`src/rtl/tmds_encoder_array.sv`:
```
// rtl/tmds_encoder_array.sv - multi-lane TMDS encoder with optional HDMI preamble/guard insertion
module tmds_encoder_array #(
    parameter int CHANNELS  = 3,
    parameter int SYNC_CH   = 0,
    parameter int HDMI_MODE = 0
) (
    input  logic                   clk_pix,
    input  logic                   rst_n,
    input  logic                   de,
    input  logic                   hsync,
    input  logic                   vsync,
    input  logic [2*CHANNELS-1:0]  ctl,
    input  logic [8*CHANNELS-1:0]  pix,
    output logic [10*CHANNELS-1:0] tmds,
    output logic                   video_o,
    output logic                   blank_err
);

    typedef enum logic [1:0] {P_CTRL, P_PREAMBLE, P_GUARD, P_VIDEO} period_t;

    localparam logic [9:0] SYM_C00      = 10'b1101010100;
    localparam logic [9:0] SYM_C01      = 10'b0010101011;
    localparam logic [9:0] SYM_C10      = 10'b0101010100;
    localparam logic [9:0] SYM_C11      = 10'b1010101011;
    localparam logic [9:0] SYM_GUARD_02 = 10'b1011001100;
    localparam logic [9:0] SYM_GUARD_1  = 10'b0100110011;

    function automatic logic [3:0] ones8(input logic [7:0] v);
        logic [3:0] n;
        n = '0;
        for (int b = 0; b < 8; b++) n = n + {3'b000, v[b]};
        return n;
    endfunction

    function automatic logic [8:0] transition_min(input logic [7:0] d);
        logic [8:0] q;
        logic [3:0] n;
        logic       inv;
        n    = ones8(d);
        inv  = (n > 4'd4) || (n == 4'd4 && !d[0]);
        q[0] = d[0];
        for (int b = 1; b < 8; b++) q[b] = q[b-1] ^ d[b] ^ inv;
        q[8] = ~inv;
        return q;
    endfunction

    function automatic logic [9:0] ctrl_sym(input logic [1:0] c);
        case (c)
            2'b00:   return SYM_C00;
            2'b01:   return SYM_C01;
            2'b10:   return SYM_C10;
            default: return SYM_C11;
        endcase
    endfunction

    logic                  d_de, d_hs, d_vs;
    logic [2*CHANNELS-1:0] d_ctl;
    logic [8*CHANNELS-1:0] d_pix;
    logic [3:0]            lead_eff;
    logic                  err_set;
    period_t               period, period_r;

    generate
        if (HDMI_MODE != 0) begin : g_hdmi
            localparam int DW = 3 + 10*CHANNELS;
            logic [9:0][DW-1:0] line;
            logic [3:0]         lead;
            logic               rise;

            // The lead counter looks ahead of the delay line so the 10 slots
            // preceding each active period can be rewritten.
            always_ff @(posedge clk_pix or negedge rst_n) begin
                if (!rst_n) begin
                    line <= '0;
                    lead <= '0;
                end else begin
                    line <= {line[8:0], {de, hsync, vsync, ctl, pix}};
                    if (rise)
                        lead <= 4'd9;
                    else if (lead != 4'd0)
                        lead <= lead - 4'd1;
                end
            end

            assign {d_de, d_hs, d_vs, d_ctl, d_pix} = line[9];
            assign rise     = de & ~line[0][DW-1];
            assign lead_eff = rise ? 4'd10 : lead;
            assign err_set  = rise & ((lead != 4'd0) | line[9][DW-1]);
        end else begin : g_dvi
            assign {d_de, d_hs, d_vs, d_ctl, d_pix} = {de, hsync, vsync, ctl, pix};
            assign lead_eff = 4'd0;
            assign err_set  = 1'b0;
        end
    endgenerate

    always_comb begin
        period = P_CTRL;
        if (d_de)
            period = P_VIDEO;
        else if (lead_eff >= 4'd3)
            period = P_PREAMBLE;
        else if (lead_eff != 4'd0)
            period = P_GUARD;
    end

    always_ff @(posedge clk_pix or negedge rst_n) begin
        if (!rst_n) begin
            period_r  <= P_CTRL;
            video_o   <= 1'b0;
            blank_err <= 1'b0;
        end else begin
            period_r  <= period;
            video_o   <= (period_r == P_VIDEO);
            blank_err <= err_set;
        end
    end

    for (genvar i = 0; i < CHANNELS; i++) begin : g_lane
        logic [1:0]        c_sel, c_r;
        logic [8:0]        qm, qm_r;
        logic [3:0]        n1_r;
        logic signed [4:0] cnt, cnt_nxt, bal;
        logic [9:0]        sym, vid_sym;

        assign qm = transition_min(d_pix[8*i +: 8]);

        // Preamble control codes are resolved here so stage 2 treats them as CTRL.
        always_comb begin
            c_sel = (i == SYNC_CH) ? {d_vs, d_hs} : d_ctl[2*i +: 2];
            if (period == P_PREAMBLE) begin
                if (i == 0)
                    c_sel = {d_vs, d_hs};
                else if (i == 1)
                    c_sel = 2'b01;
                else if (i == 2)
                    c_sel = 2'b00;
            end
        end

        always_ff @(posedge clk_pix or negedge rst_n) begin
            if (!rst_n) begin
                qm_r <= '0;
                n1_r <= '0;
                c_r  <= '0;
            end else begin
                qm_r <= qm;
                n1_r <= ones8(qm[7:0]);
                c_r  <= c_sel;
            end
        end

        // bal = N1 - N0 of q_m; 5-bit wrap is exact because results stay in [-10,+10].
        always_comb begin
            bal = $signed({n1_r, 1'b0}) - 5'sd8;
            if (cnt == 5'sd0 || bal == 5'sd0) begin
                vid_sym = {~qm_r[8], qm_r[8], qm_r[8] ? qm_r[7:0] : ~qm_r[7:0]};
                cnt_nxt = qm_r[8] ? cnt + bal : cnt - bal;
            end else if ((cnt > 5'sd0 && bal > 5'sd0) || (cnt < 5'sd0 && bal < 5'sd0)) begin
                vid_sym = {1'b1, qm_r[8], ~qm_r[7:0]};
                cnt_nxt = cnt - bal + (qm_r[8] ? 5'sd2 : 5'sd0);
            end else begin
                vid_sym = {1'b0, qm_r[8], qm_r[7:0]};
                cnt_nxt = cnt + bal - (qm_r[8] ? 5'sd0 : 5'sd2);
            end
        end

        always_ff @(posedge clk_pix or negedge rst_n) begin
            if (!rst_n) begin
                sym <= SYM_C00;
                cnt <= '0;
            end else begin
                case (period_r)
                    P_VIDEO: begin
                        sym <= vid_sym;
                        cnt <= cnt_nxt;
                    end
                    P_GUARD: begin
                        sym <= (i == 1) ? SYM_GUARD_1 : SYM_GUARD_02;
                        cnt <= '0;
                    end
                    default: begin
                        sym <= ctrl_sym(c_r);
                        cnt <= '0;
                    end
                endcase
            end
        end

        assign tmds[10*i +: 10] = sym;
    end

endmodule

```
`config.mk`:
```
export PLATFORM = sky130hd
export DESIGN_NAME = tmds_encoder_array
export DESIGN_NICKNAME = d
export VERILOG_FILES = /design/src/rtl/tmds_encoder_array.sv
export SDC_FILE = /design/constraint.sdc
export NUM_CORES = 1
export LEC_CHECK = 0
export BUFFER_PORTS_ARGS = -buffer_cell sky130_fd_sc_hd__buf_2
export CAP_MARGIN = 20
export CORE_ASPECT_RATIO = 1.4
export CORE_UTILIZATION = 30
export DETAILED_ROUTE_END_ITERATION = 16
export HOLD_SLACK_MARGIN = 0.12
export SLEW_MARGIN = 0
export SYNTH_ARGS = -nofsm -noshare
export SYNTH_HDL_FRONTEND = slang
export SYNTH_SLANG_ARGS = --single-unit
```
`constraint.sdc`:
```
create_clock -name clk_pix -period 3.9 [get_ports clk_pix]
set_clock_uncertainty 0.1 [all_clocks]
set_input_delay 0.39 -clock clk_pix [delete_from_list [all_inputs] [get_ports clk_pix]]
set_output_delay 0.39 -clock clk_pix [all_outputs]
set_load 0.005 [all_outputs]
```
-- Word-level counts from Yosys, hierarchy flattened
Index checks and enable logic that the tools add are counted.
- register bits after elaboration: 93
- bits in latches: 0
- RAM bits: 0
- bits in read-only memories: 0
- input port bits: 35
- output and inout port bits: 32
- word-level logic and storage cells: 218
- memories: 0
- add/subtract/negate cells: 57
- $mul: 0
- divide/modulo/power cells: 0
- $lt $le $gt $ge: 15
- eq/ne operators: 12
- shifts and indexed selects: 0
- muxes and demuxes: 36
- bitwise logic cells: 51
- reductions and logical operators: 30
- operators by type and width (operator ; number):
    4-bit by 1-bit adder with 4-bit output ; 24
    10-bit case mux with 3 select lines ; 3
    10-bit 2-to-1 mux ; 6
    5-bit 2-to-1 mux ; 12
    10-bit case mux with 2 select lines ; 3
    1-bit XOR ; 42
    5-bit by 1-bit > comparator with 1-bit output, second input constant ; 6
    5-bit logical NOT ; 6
    5-bit by 1-bit < comparator with 1-bit output, second input constant ; 6
    3-bit by 1-bit adder with 4-bit output ; 6
    8-bit 2-to-1 mux ; 3
    8-bit inverter ; 3
    2-bit by 1-bit adder with 3-bit output ; 6
    2-bit 2-to-1 mux ; 9
    5-bit by 3-bit adder with 5-bit output ; 3
    5-bit adder ; 3
    5-bit by 3-bit subtractor with 5-bit output ; 3
    5-bit subtractor ; 3
    5-bit subtractor, second input constant ; 3
    1-bit by 1-bit adder with 2-bit output ; 6
    4-bit by 3-bit equality test with 1-bit output, second input constant ; 3
    4-bit by 3-bit > comparator with 1-bit output, second input constant ; 3
    2-bit equality test, second input constant ; 5
    1-bit logical AND ; 9
    5 further kinds ; 25

-- Depth between registers and ports, before layout
Gate-level depths: netlist of the first run.
- depth after elaboration: 24
- depth in mapped cells: 22
- depth with buffers taken out: 22

-- Worst setup path after synthesis of the first run
No wires, ideal clock.
- path kind: input to register
- start point: input pix[0]
- end point: register g_lane[0].n1_r[2]
- setup time: 0.123 ns
- arrival: 5.725 ns
- data required time: 3.677 ns
- path slack: -2.047 ns
- stages: 20
- buffers on the path: 0
- cell sequence: inv_1 -> fa_1 -> fa_1 -> fa_1 -> inv_1 -> ha_1 -> fa_1 -> nor3b_1 -> o21ai_0 -> a21oi_2 -> xor2_1 -> inv_1 -> fa_1 -> fa_1 -> inv_1 -> fa_1 -> ha_1 -> inv_1 -> fa_1 -> xnor2_1
- cells in the longest elaborated chain, start to end: 24
- elaborated cells between the ends (all ways): 33
- classes of those cells: add/sub (14); order compare (1); eq/ne (1); bitwise (14); reduce/logical (3)
- ends and longest elaborated chain (what ; line ; text):
    start, declared ; 13 ; input logic [8*CHANNELS-1:0] pix,
    branches (longest 14 deep; another with 3-bit by 1-bit adder with 4-bit output) ; n/a ;
    1-bit XOR (*) ; 42 ; for (int b = 1; b < 8; b++) q[b] = q[b-1] ^ d[b] ^ inv;
    net g_lane[0].qm[3] ; 120 ; logic [8:0] qm, qm_r;
    branches (longest 8 deep; another with 3-bit by 1-bit adder with 4-bit output) ; n/a ;
    4-bit by 1-bit adder with 4-bit output (*) ; 31 ; for (int b = 0; b < 8; b++) n = n + {3'b000, v[b]};
    end signal, assigned ; 147 ; n1_r <= ones8(qm[7:0]);
    end, declared ; 121 ; logic [3:0] n1_r;
Mark *: on every way through the listed nets, which the timed path passes.

-- Worst setup path after layout of the first run
- start point: input pix[8]
- end point: register g_lane[1].n1_r[1]
- cells in the longest elaborated chain, start to end: 24
- elaborated cells between the ends (all ways): 33
- classes of those cells: add/sub (14); order compare (1); eq/ne (1); bitwise (14); reduce/logical (3)
- ends and longest elaborated chain (what ; line):
    branches (longest 23 deep; another with 3-bit by 1-bit adder with 4-bit output) ; n/a
    4-bit by 1-bit adder with 4-bit output (*) ; 31
    end signal, assigned ; 147
    end, declared ; 121
Every way passes the cells marked *.

==> flow_summary.ini, run 1 <==
[status]
status = complete, but fails checks
violations = negative setup slack

[global_route]
grt_overflow = 0
grt_max_degree = 44
grt_pass1_wl_mm = 23.1
first_global_vias = 4922
track_usage_pct = 14.0
antenna_found_initial = 0

[worst_hold_path]
holdPathEnd = g_lane[2].qm_r[0]
min-delay-path-class = in2reg
min_from = pix[16]
whs_path_depth = 2

[placement]
place_inst = 965
io_buffer_count = 63
gp_congestion = 0.820
post-dp-hpwl_mm = 10.3

[power]
design_power_total_mw = 7.89
p_int_mw = 4.52
ir_worst_vdd_v = 0.000343
p_switching_mw = 3.37
clock_power_share_pct = 11.1
power.density_mw_per_mm2 = 967
sw_frac_of_total_pct = 42.7
cellLeakagePower_nw = 3.92
pwr-share-seq_pct = 20.5
p_comb_share_pct = 68.4

[layout]
ff_latch_area_mm2 = 0.00225
nNetsFinal = 898
n_antenna_cell = 0
syn2layout_area_growth_pct = 30.5
fillers = 2040
drive_gt1_share_pct = 32.8
final_core_util_pct = 39.9
layoutNonFillerInstCount = 1025
multi_input_area_mm2 = 0.00370

[synth]
yosysWarnings = 0
ys_seq_area_share_pct = 35.9
synth_edf_count = 0
synth_nets = 738
synth_area_per_cell_um2 = 10.4
yosysTopAreaCell = dfrtp_1
ys_seq_elements = 89
synth_top_area_share_pct = 29.6
ys_types = 55
ys_top_cells_by_area = dfrtp_1 (30%), ha_1 (14%), fa_1 (9.3%)
postSynth.asyncResetShare_pct = 100
synth_ff_type = dfrtp_1
synthCells = 604
synth_area_mm2 = 0.00626

[sta]
setup_slack_ns = -1.72
whs_ns = 0.178
fin_crit_ns = 5.62
period_share_pct = 144
max_slew_margin_pct = 47.2
worstMarginPinSlew_ns = 0.792
fmax_mhz = 178
rsz0062_at_grt = true
setup_viol = 12
setup_tns_ns = -17.39
hold_violations = 0
slew_viol_final = 0

[clock_tree]
cts-buffers-inserted = 9
cts_tree = built
htree_levels = 3
clk_latency_ns = 0.36
cts.sinks = 89
clk_pin_slew_worst_paths_ns = 0.07
root_buffer = clkbuf_16
cts_buffer_depth = 2

[routing]
routed_via_density = 4.47
drc_errors = 0
ant_nets = 0
drt_iter0_drc = 87
wirelength_mm = 13.7
dr.pass1.iters = 4
wire_per_inst_um = 13.4
num_vias = 4578

[worst_setup_path]
startpoint_type = input pin
crit_arrival_ns = 5.77
slowest_stage = fa_2
rrSetupSlack_ns = 1.35
r2r-end = g_lane[2].cnt[4]
r2r_cells = 8
cpMostUsedCell = buf_4
crit_fanout = 2
cpPeakStageDelay_ns = 0.50
end_kind = register
cp.required_ns = 4.05
path_delay_family = buffers and inverters
crit-reg2reg-launch = g_lane[2].cnt[1]
critPathKind = in2reg
path_buf_inv = 31

[floorplan]
dieArea_mm2 = 0.0214
io_pins = 67
core-area_mm2 = 0.0205
die_y_um = 173
die_w_um = 124
start_util_pct = 30.5
num_rows = 62

[job]
maxCapViolCount = 0
## metal layers
layer  global-route usage (%)  part of all wire, %
met1                     15.1                   39
met2                     26.1                   56
met3                     2.11                  2.4
met4                     6.30                  2.9
met5                        0                    0
## cell type report
class	instances	share of cell area, %
clock buffer	10	2.93
timing repair buffer	168	14.5
clock inverter	6	0.705
sequential	89	27.5
tap	256	3.92
inverter	102	5.09
multi-input combinational	394	45.3
## Yosys cell counts, drive strengths merged, types with 2 or more instances
cell,instances
inv,102
dfrtp,74
ha,70
xnor2,59
a21oi,44
fa,29
nand2,24
xor2,21
o21ai,18
dfstp,15
clkbuf,12
nand3,12
nor3b,12
mux2i,10
nor2b,10
nor2,9
o211ai,8
buf,7
a31oi,6
nor3,5
or3,5
a21o,4
nand3b,4
nand4,4
o22ai,4
o31ai,4
o21a,3
or3b,3
a2111oi,2
a211o,2
and2b,2
and3,2
mux2,2
nand2b,2
o31a,2
## cell usage in the layout (no fill, tap or decap), drive strengths merged, types with 3 or more instances in the layout
cell	n
or3b	3
nand4	4
dfstp	15
mux2i	10
or3	5
nand2	24
dlygate4sd3	8
o31ai	4
a21oi	44
clkbuf	10
ha	70
o21a	3
o211ai	8
inv	107
o21ai	18
nor3	5
o22ai	4
a31oi	6
buf	160
nand3	12
nor3b	12
nand3b	4
fa	29
nor2b	10
xor2	21
a21o	4
dfrtp	74
xnor2	59
nor2	9
## power groups by stage
stage          Sequential, mW  Clock, mW  Combinational (mW)
4_1_cts                  1.63      0.900                5.15
5_1_grt                  1.66      0.931                6.15
3_3_place_gp             1.64          0                4.91
6_report                 1.61      0.875                5.40
2_1_floorplan            1.56          0                3.87
3_5_place_dp             1.64          0                4.99
## registers in the layout (all words and copies together) (netlist names)
name and cells:
g_lane.cnt 12, g_lane.sym 30, g_lane.qm_r 27, video_o 1
g_lane.n1_r 12, period_r 1, g_lane.c_r 6
## worst reg2reg max path, cell delays in order, from the launching register on
cell	delay (ns)
dfrtp_1	0.37
inv_1	0.05
ha_1	0.24
fa_1	0.48
xnor2_1	0.25
nor3b_1	0.08
or4b_2	0.63
nand4_1	0.12
o211ai_1	0.10
## how the worst max path moves through the flow
stage,start,end,slack (ns),cells past startpoint
after floorplan,pix[0],g_lane[0].n1_r[2],-1.82,20
after global placement,pix[0],g_lane[0].n1_r[1],-2.03,21
after detailed placement,pix[0],g_lane[0].n1_r[2],-2.13,21
after CTS,pix[19],g_lane[2].n1_r[1],-1.67,21
after global routing,pix[0],g_lane[0].n1_r[2],-1.88,21
final,pix[8],g_lane[1].n1_r[1],-1.72,37
## through the flow
step | cell area [um^2] | setup WS [ns]
2_1_floorplan | 6370 | -1.82
3_3_place_gp | 7370 | -2.03
3_5_place_dp | 7370 | -2.13
4_1_cts | 8030 | -1.67
5_1_grt | 8160 | -1.88
6_report | 8160 | -1.72
## what timing repair did
action,4_1_cts,5_1_grt
endpoints found under the setup margin,12,15
hold buffers,8,0
resized for setup,16,18
pin swaps,23,19
setup buffers,31,7
hold endpoints to repair,41,0
## cells by family (layout without fill, tap and decap cells)
kind of cell / after synthesis / after routing / share of synthesized area [%]
AND/OR/NAND/NOR: 99 / 99 / 9.04
flip-flops: 89 / 89 / 35.9
XOR/XNOR: 81 / 81 / 11.6
AO/OA/AOI/OAI: 102 / 102 / 9.98
multiplexers: 12 / 12 / 2.56
adder cells (fa/ha/maj): 99 / 99 / 23.3
other: 1 / 1 / 0.0599
buffers and inverters: 121 / 286 / 7.62
(Power assumes the default switching activity.)
==> inputs of run 2 (changes only) <==
- REMOVE_ABC_BUFFERS: default -> 1
==> run 2 against run 1 <==
The flow still finishes with violations (negative setup slack). Critical path type unchanged. Critical path depth decreased by 15. Wire length decreased by 5.7%. Fmax up 0.40%. Largest cell class unchanged. First-iteration DRC count up 71%. Critical endpoint is now g_lane[2].n1_r[1]. Die area is the same. Via count is 2.8% lower. Cell area fell by 3.0%. Sequential share of layout area grew 0.86 points. Worst hold slack got worse by 0.015 ns. Utilization down 1.2 points. Highest routed layer unchanged. Worst setup slack better by 0.022 ns.
==> flow_summary.ini, run 2 (synthesis gave the netlist of run 1 again) <==
[routing]
wire_per_inst_um = 12.9
wirelength_mm = 12.9
routed_via_density = 4.45
dr.pass1.iters = 4
drt_iter0_drc = 149
ant_nets = 0
drc_errors = 0
num_vias = 4450

[layout]
stdcell_area_mm2 = 0.00791
n_antenna_cell = 0
top_regs = g_lane.sym (30), g_lane.qm_r (27)
ff_latch_area_mm2 = 0.00225
final_core_util_pct = 38.6
regMostFlops = g_lane.sym
mostFrequentLayoutCell = inv_1
multi_input_area_mm2 = 0.00370
syn2layout_area_growth_pct = 26.5
fillers = 2025
drive_gt1_share_pct = 29.9
layout_common_cells = inv_1 (87), dfrtp_1 (73), buf_4 (70)
nNetsFinal = 872
largest_reg_flops = 30

[power]
ir_worst_vdd_v = 0.000380
clock_power_share_pct = 10.5
sw_frac_of_total_pct = 42.5
pwr-share-seq_pct = 20.7
cellLeakagePower_nw = 3.77
p_comb_share_pct = 68.8
power.density_mw_per_mm2 = 982
design_power_total_mw = 7.77
p_switching_mw = 3.30
p_int_mw = 4.46

[global_route]
grt_pass1_wl_mm = 21.6
antenna_found_initial = 0
first_global_vias = 4613
grt_overflow = 0
grt_max_degree = 73
track_usage_pct = 13.1

[clock_tree]
root_buffer = clkbuf_16
cts_buffer_depth = 2
htree_levels = 3
clk_latency_ns = 0.34
cts_tree = built
clk_pin_slew_worst_paths_ns = 0.06
cts-buffers-inserted = 9
cts.sinks = 89

[sta]
whs_ns = 0.163
setup_tns_ns = -17.30
max_slew_margin_pct = 37.5
hold_violations = 0
fmax_mhz = 179
period_share_pct = 144
setup_viol = 12
worstMarginPinSlew_ns = 0.938
setup_slack_ns = -1.70
fin_crit_ns = 5.60
slew_viol_final = 0
rsz0062_at_grt = true

[placement]
gp_congestion = 0.840
io_buffer_count = 63
post-dp-hpwl_mm = 9.97
place_area_mm2 = 0.00724

[worst_setup_path]
crit_arrival_ns = 5.74
cp.required_ns = 4.04
crit_fanout = 4
end_kind = register
critPathKind = in2reg
startpoint_type = input pin

[worst_hold_path]
min-delay-path-class = in2reg

[floorplan]
die_y_um = 173
die_w_um = 124
dieArea_mm2 = 0.0214
core-area_mm2 = 0.0205
start_util_pct = 30.5
io_pins = 67
num_rows = 62

[job]
maxCapViolCount = 0

[status]
violations = negative setup slack
status = complete, but fails checks
==> run 2: changes by cell type in the layout (fill, tap and decap cells not counted), sizes merged <==
cell	before	now
buf	160	134
clkbuf	10	12
inv	107	102
clkinv	1	3
clkinvlp	0	1
==> run 2: area by class of cell <==
| class | count | area share [%] |
|---|---|---|
| clock buffers | 12 | 3.11 |
| inverters | 102 | 4.93 |
| repair buffers | 142 | 12.4 |
| well taps | 256 | 4.05 |
| multi-input cells | 394 | 46.7 |
| flip-flops and latches | 89 | 28.4 |
| clock inverters | 4 | 0.379 |
==> run 2: worst paths after layout <==
path                       slack, ns              start           endpoint  depth (start not counted)
min in group asynchronous       0.63              rst_n            video_o                          2
min                             0.16             pix[8]  g_lane[1].qm_r[0]                          2
max reg2reg                     1.30   g_lane[2].cnt[1]   g_lane[2].cnt[4]                          8
max in group asynchronous       2.23              rst_n   g_lane[2].sym[9]                          3
max                            -1.70            pix[19]  g_lane[2].n1_r[1]                         22
min reg2reg                     0.41  g_lane[2].qm_r[4]   g_lane[2].sym[4]                          2
==> run 2: power by group through the flow <==
| stage | combinational [mW] | sequential [mW] | clock (mW) |
|---|---|---|---|
| floorplan | 3.56 | 1.59 | 0 |
| global placement | 4.66 | 1.63 | 0 |
| detailed placement | 4.77 | 1.63 | 0 |
| CTS | 5.20 | 1.62 | 0.843 |
| global route | 6.05 | 1.66 | 0.881 |
| finish | 5.34 | 1.61 | 0.813 |
==> run 2: critical path: stages <==
cell and delay [ns]:
buf_8 0.08, inv_4 0.03, fa_1 0.54, fa_1 0.42, fa_1 0.49, inv_1 0.05
ha_2 0.18, fa_1 0.44, nor3b_2 0.22, o21ai_1 0.08, a21oi_1 0.13, buf_4 0.18
xor2_2 0.15, inv_1 0.07, fa_1 0.46, fa_1 0.51, inv_2 0.04, fa_2 0.54
ha_4 0.15, inv_2 0.04, fa_2 0.51, inv_1 0.04
==> run 2: layer usage <==
layer  vias to the layer above  share of wire, %  GRT usage (%)
li1                       2236                 -              -
met1                      2121                40           14.6
met2                        73                53           23.4
met3                        20               4.0           3.10
met4                         0               2.2           5.01
met5                         -                 0              0
==> run 2: what timing repair did <==
item | in CTS | in global routing
setup buffers | 9 | 6
pin swaps | 15 | 10
hold buffers | 8 | 0
hold endpoints to repair | 14 | 0
gates resized for setup | 47 | 15
setup endpoints to repair | 12 | 13
==> run 2: metrics by stage <==
| stage | setup slack (ns) | instances |
|---|---|---|
| global placement | -2.11 | 962 |
| floorplan | -2.05 | 585 |
| finish | -1.70 | 999 |
| CTS | -1.65 | 995 |
| detailed placement | -2.21 | 962 |
| global route | -1.87 | 999 |
==> inputs of run 3 (changes only) <==
- CORE_UTILIZATION: 30 -> 35
==> run 3 against run 2 <==
The flow still finishes with violations (negative setup slack). Sequential cell count is the same. Fmax down 0.29%. Worst setup slack worse by 0.016 ns. Die area decreased by 14%. Critical path depth unchanged. Wire length up 0.98%. Sequential power about the same. Total power up 1.5%. Non-clock buffer count down 4. Worst hold slack is essentially flat. Final cell count is 2.4% lower. Largest power group unchanged. Utilization grew 6.6 points.
==> flow_summary.ini, run 3 (synthesis gave the netlist of run 1 again) <==
[status]
status = complete, but fails checks
violations = negative setup slack

[worst_hold_path]
holdPathEnd = g_lane[0].qm_r[0]
whs_path_depth = 2
min-delay-path-class = in2reg
min_from = pix[0]

[worst_setup_path]
cpMostUsedCell = fa_1
path_delay_family = adder cells
crit_fanout = 3
slowest_stage = fa_1
path_buf_inv = 8
cp_cell_sequence = buf_8, inv_4, fa_1, fa_1, fa_1, inv_1, ha_2, fa_1, nor3b_2, o21ai_1, a21oi_1, buf_4, xor2_2, inv_1, fa_1, fa_1, inv_1, fa_1, ha_4, inv_2, fa_2, inv_1
r2r_cells = 8
r2r-end = g_lane[2].cnt[4]
crit_arrival_ns = 5.76
startpoint_type = input pin
end_kind = register
cp.required_ns = 4.04
cpPeakStageDelay_ns = 0.54
critPathKind = in2reg
crit-reg2reg-launch = g_lane[2].cnt[1]
rrSetupSlack_ns = 1.27

[placement]
place_area_mm2 = 0.00720
gp_congestion = 0.878
post-dp-hpwl_mm = 10.0
io_buffer_count = 63

[floorplan]
die_y_um = 160
start_util_pct = 36.0
num_rows = 57
dieArea_mm2 = 0.0184
io_pins = 67
die_w_um = 115
core-area_mm2 = 0.0174

[routing]
wirelength_mm = 13.0
num_vias = 4537
dr.pass1.iters = 6
wire_per_inst_um = 13.4
ant_nets = 0
routed_via_density = 4.65
drc_errors = 0
drt_iter0_drc = 155

[job]
maxCapViolCount = 0

[power]
ir_worst_vdd_v = 0.000525
cellLeakagePower_nw = 3.77
power.density_mw_per_mm2 = 1000
design_power_total_mw = 7.88

[global_route]
grt_max_degree = 60
grt_pass1_wl_mm = 22.2
track_usage_pct = 15.3
grt_overflow = 0
antenna_found_initial = 0
first_global_vias = 4877

[clock_tree]
clk_pin_slew_worst_paths_ns = 0.07
cts_buffer_depth = 2
htree_levels = 3
clk_latency_ns = 0.35
cts-buffers-inserted = 9
cts_tree = built
root_buffer = clkbuf_16
cts.sinks = 89

[layout]
final_core_util_pct = 45.2
nNetsFinal = 868
syn2layout_area_growth_pct = 25.8
drive_gt1_share_pct = 28.8
n_antenna_cell = 0
layout_common_cells = inv_1 (88), dfrtp_1 (73), buf_4 (67)
stdcell_area_mm2 = 0.00787
regMostFlops = g_lane.sym
top_regs = g_lane.sym (30), g_lane.qm_r (27)
largest_reg_flops = 30
mostFrequentLayoutCell = inv_1

[sta]
rsz0062_at_grt = true
slew_viol_final = 0
period_share_pct = 144
hold_violations = 0
setup_tns_ns = -17.20
worstMarginPinSlew_ns = 0.786
setup_slack_ns = -1.71
max_slew_margin_pct = 47.6
fin_crit_ns = 5.61
fmax_mhz = 178
setup_viol = 12
run 3: changes by cell type in the layout (fill, tap and decap cells not counted), sizes merged:
cell,previous run,this run
inv,102,105
buf,134,130
clkbuf,12,9
clkinv,3,0
bufinv,0,3
run 3: where the power goes:
group | switching (mW) | internal (mW) | leakage (nW)
clock | 0.378 | 0.633 | 0.167
sequential | 0.235 | 1.37 | 1.04
combinational | 2.73 | 2.54 | 2.56
run 3: area by class of cell:
type | instances | area (um^2)
clock inverter | 7 | 124
inverter | 102 | 388
multi-input combinational | 394 | 3650
tap | 236 | 295
timing repair buffer | 138 | 943
clock buffer | 9 | 225
sequential | 89 | 2250
fill | 1632 | 9530
run 3: metal layers:
metal	track usage, %	routed length, um	vias to the layer above
met5	0	0	-
met3	3.45	497	18
li1	-	-	2223
met1	16.6	5190	2211
met4	5.43	234	0
met2	28.5	7120	85
run 3: worst max-delay path by stage:
| stage | from | end | cells after the start |
|---|---|---|---|
| floorplan | pix[0] | g_lane[0].n1_r[2] | 20 |
| global placement | pix[16] | g_lane[2].n1_r[1] | 22 |
| detailed placement | pix[16] | g_lane[2].n1_r[2] | 22 |
| CTS | pix[19] | g_lane[2].n1_r[1] | 22 |
| global route | pix[19] | g_lane[2].n1_r[1] | 22 |
| finish | pix[19] | g_lane[2].n1_r[1] | 22 |
run 3: stage by stage:
| stage | worst slack (ns) | hold WS (ns) | cells |
|---|---|---|---|
| detailed placement | -2.25 | 0.399 | 940 |
| floorplan | -2.05 | -0.00559 | 585 |
| CTS | -1.69 | 0.153 | 971 |
| global route | -1.87 | 0.158 | 975 |
| global placement | -2.12 | 0.389 | 940 |
| finish | -1.71 | 0.163 | 975 |
run 3: what timing repair did:
action,4_1_cts,5_1_grt
hold endpoints to repair,56,0
hold buffers,8,0
buffers inserted,7,4
endpoints found under the setup margin,14,13
pin swaps,17,7
gates resized for setup,44,6
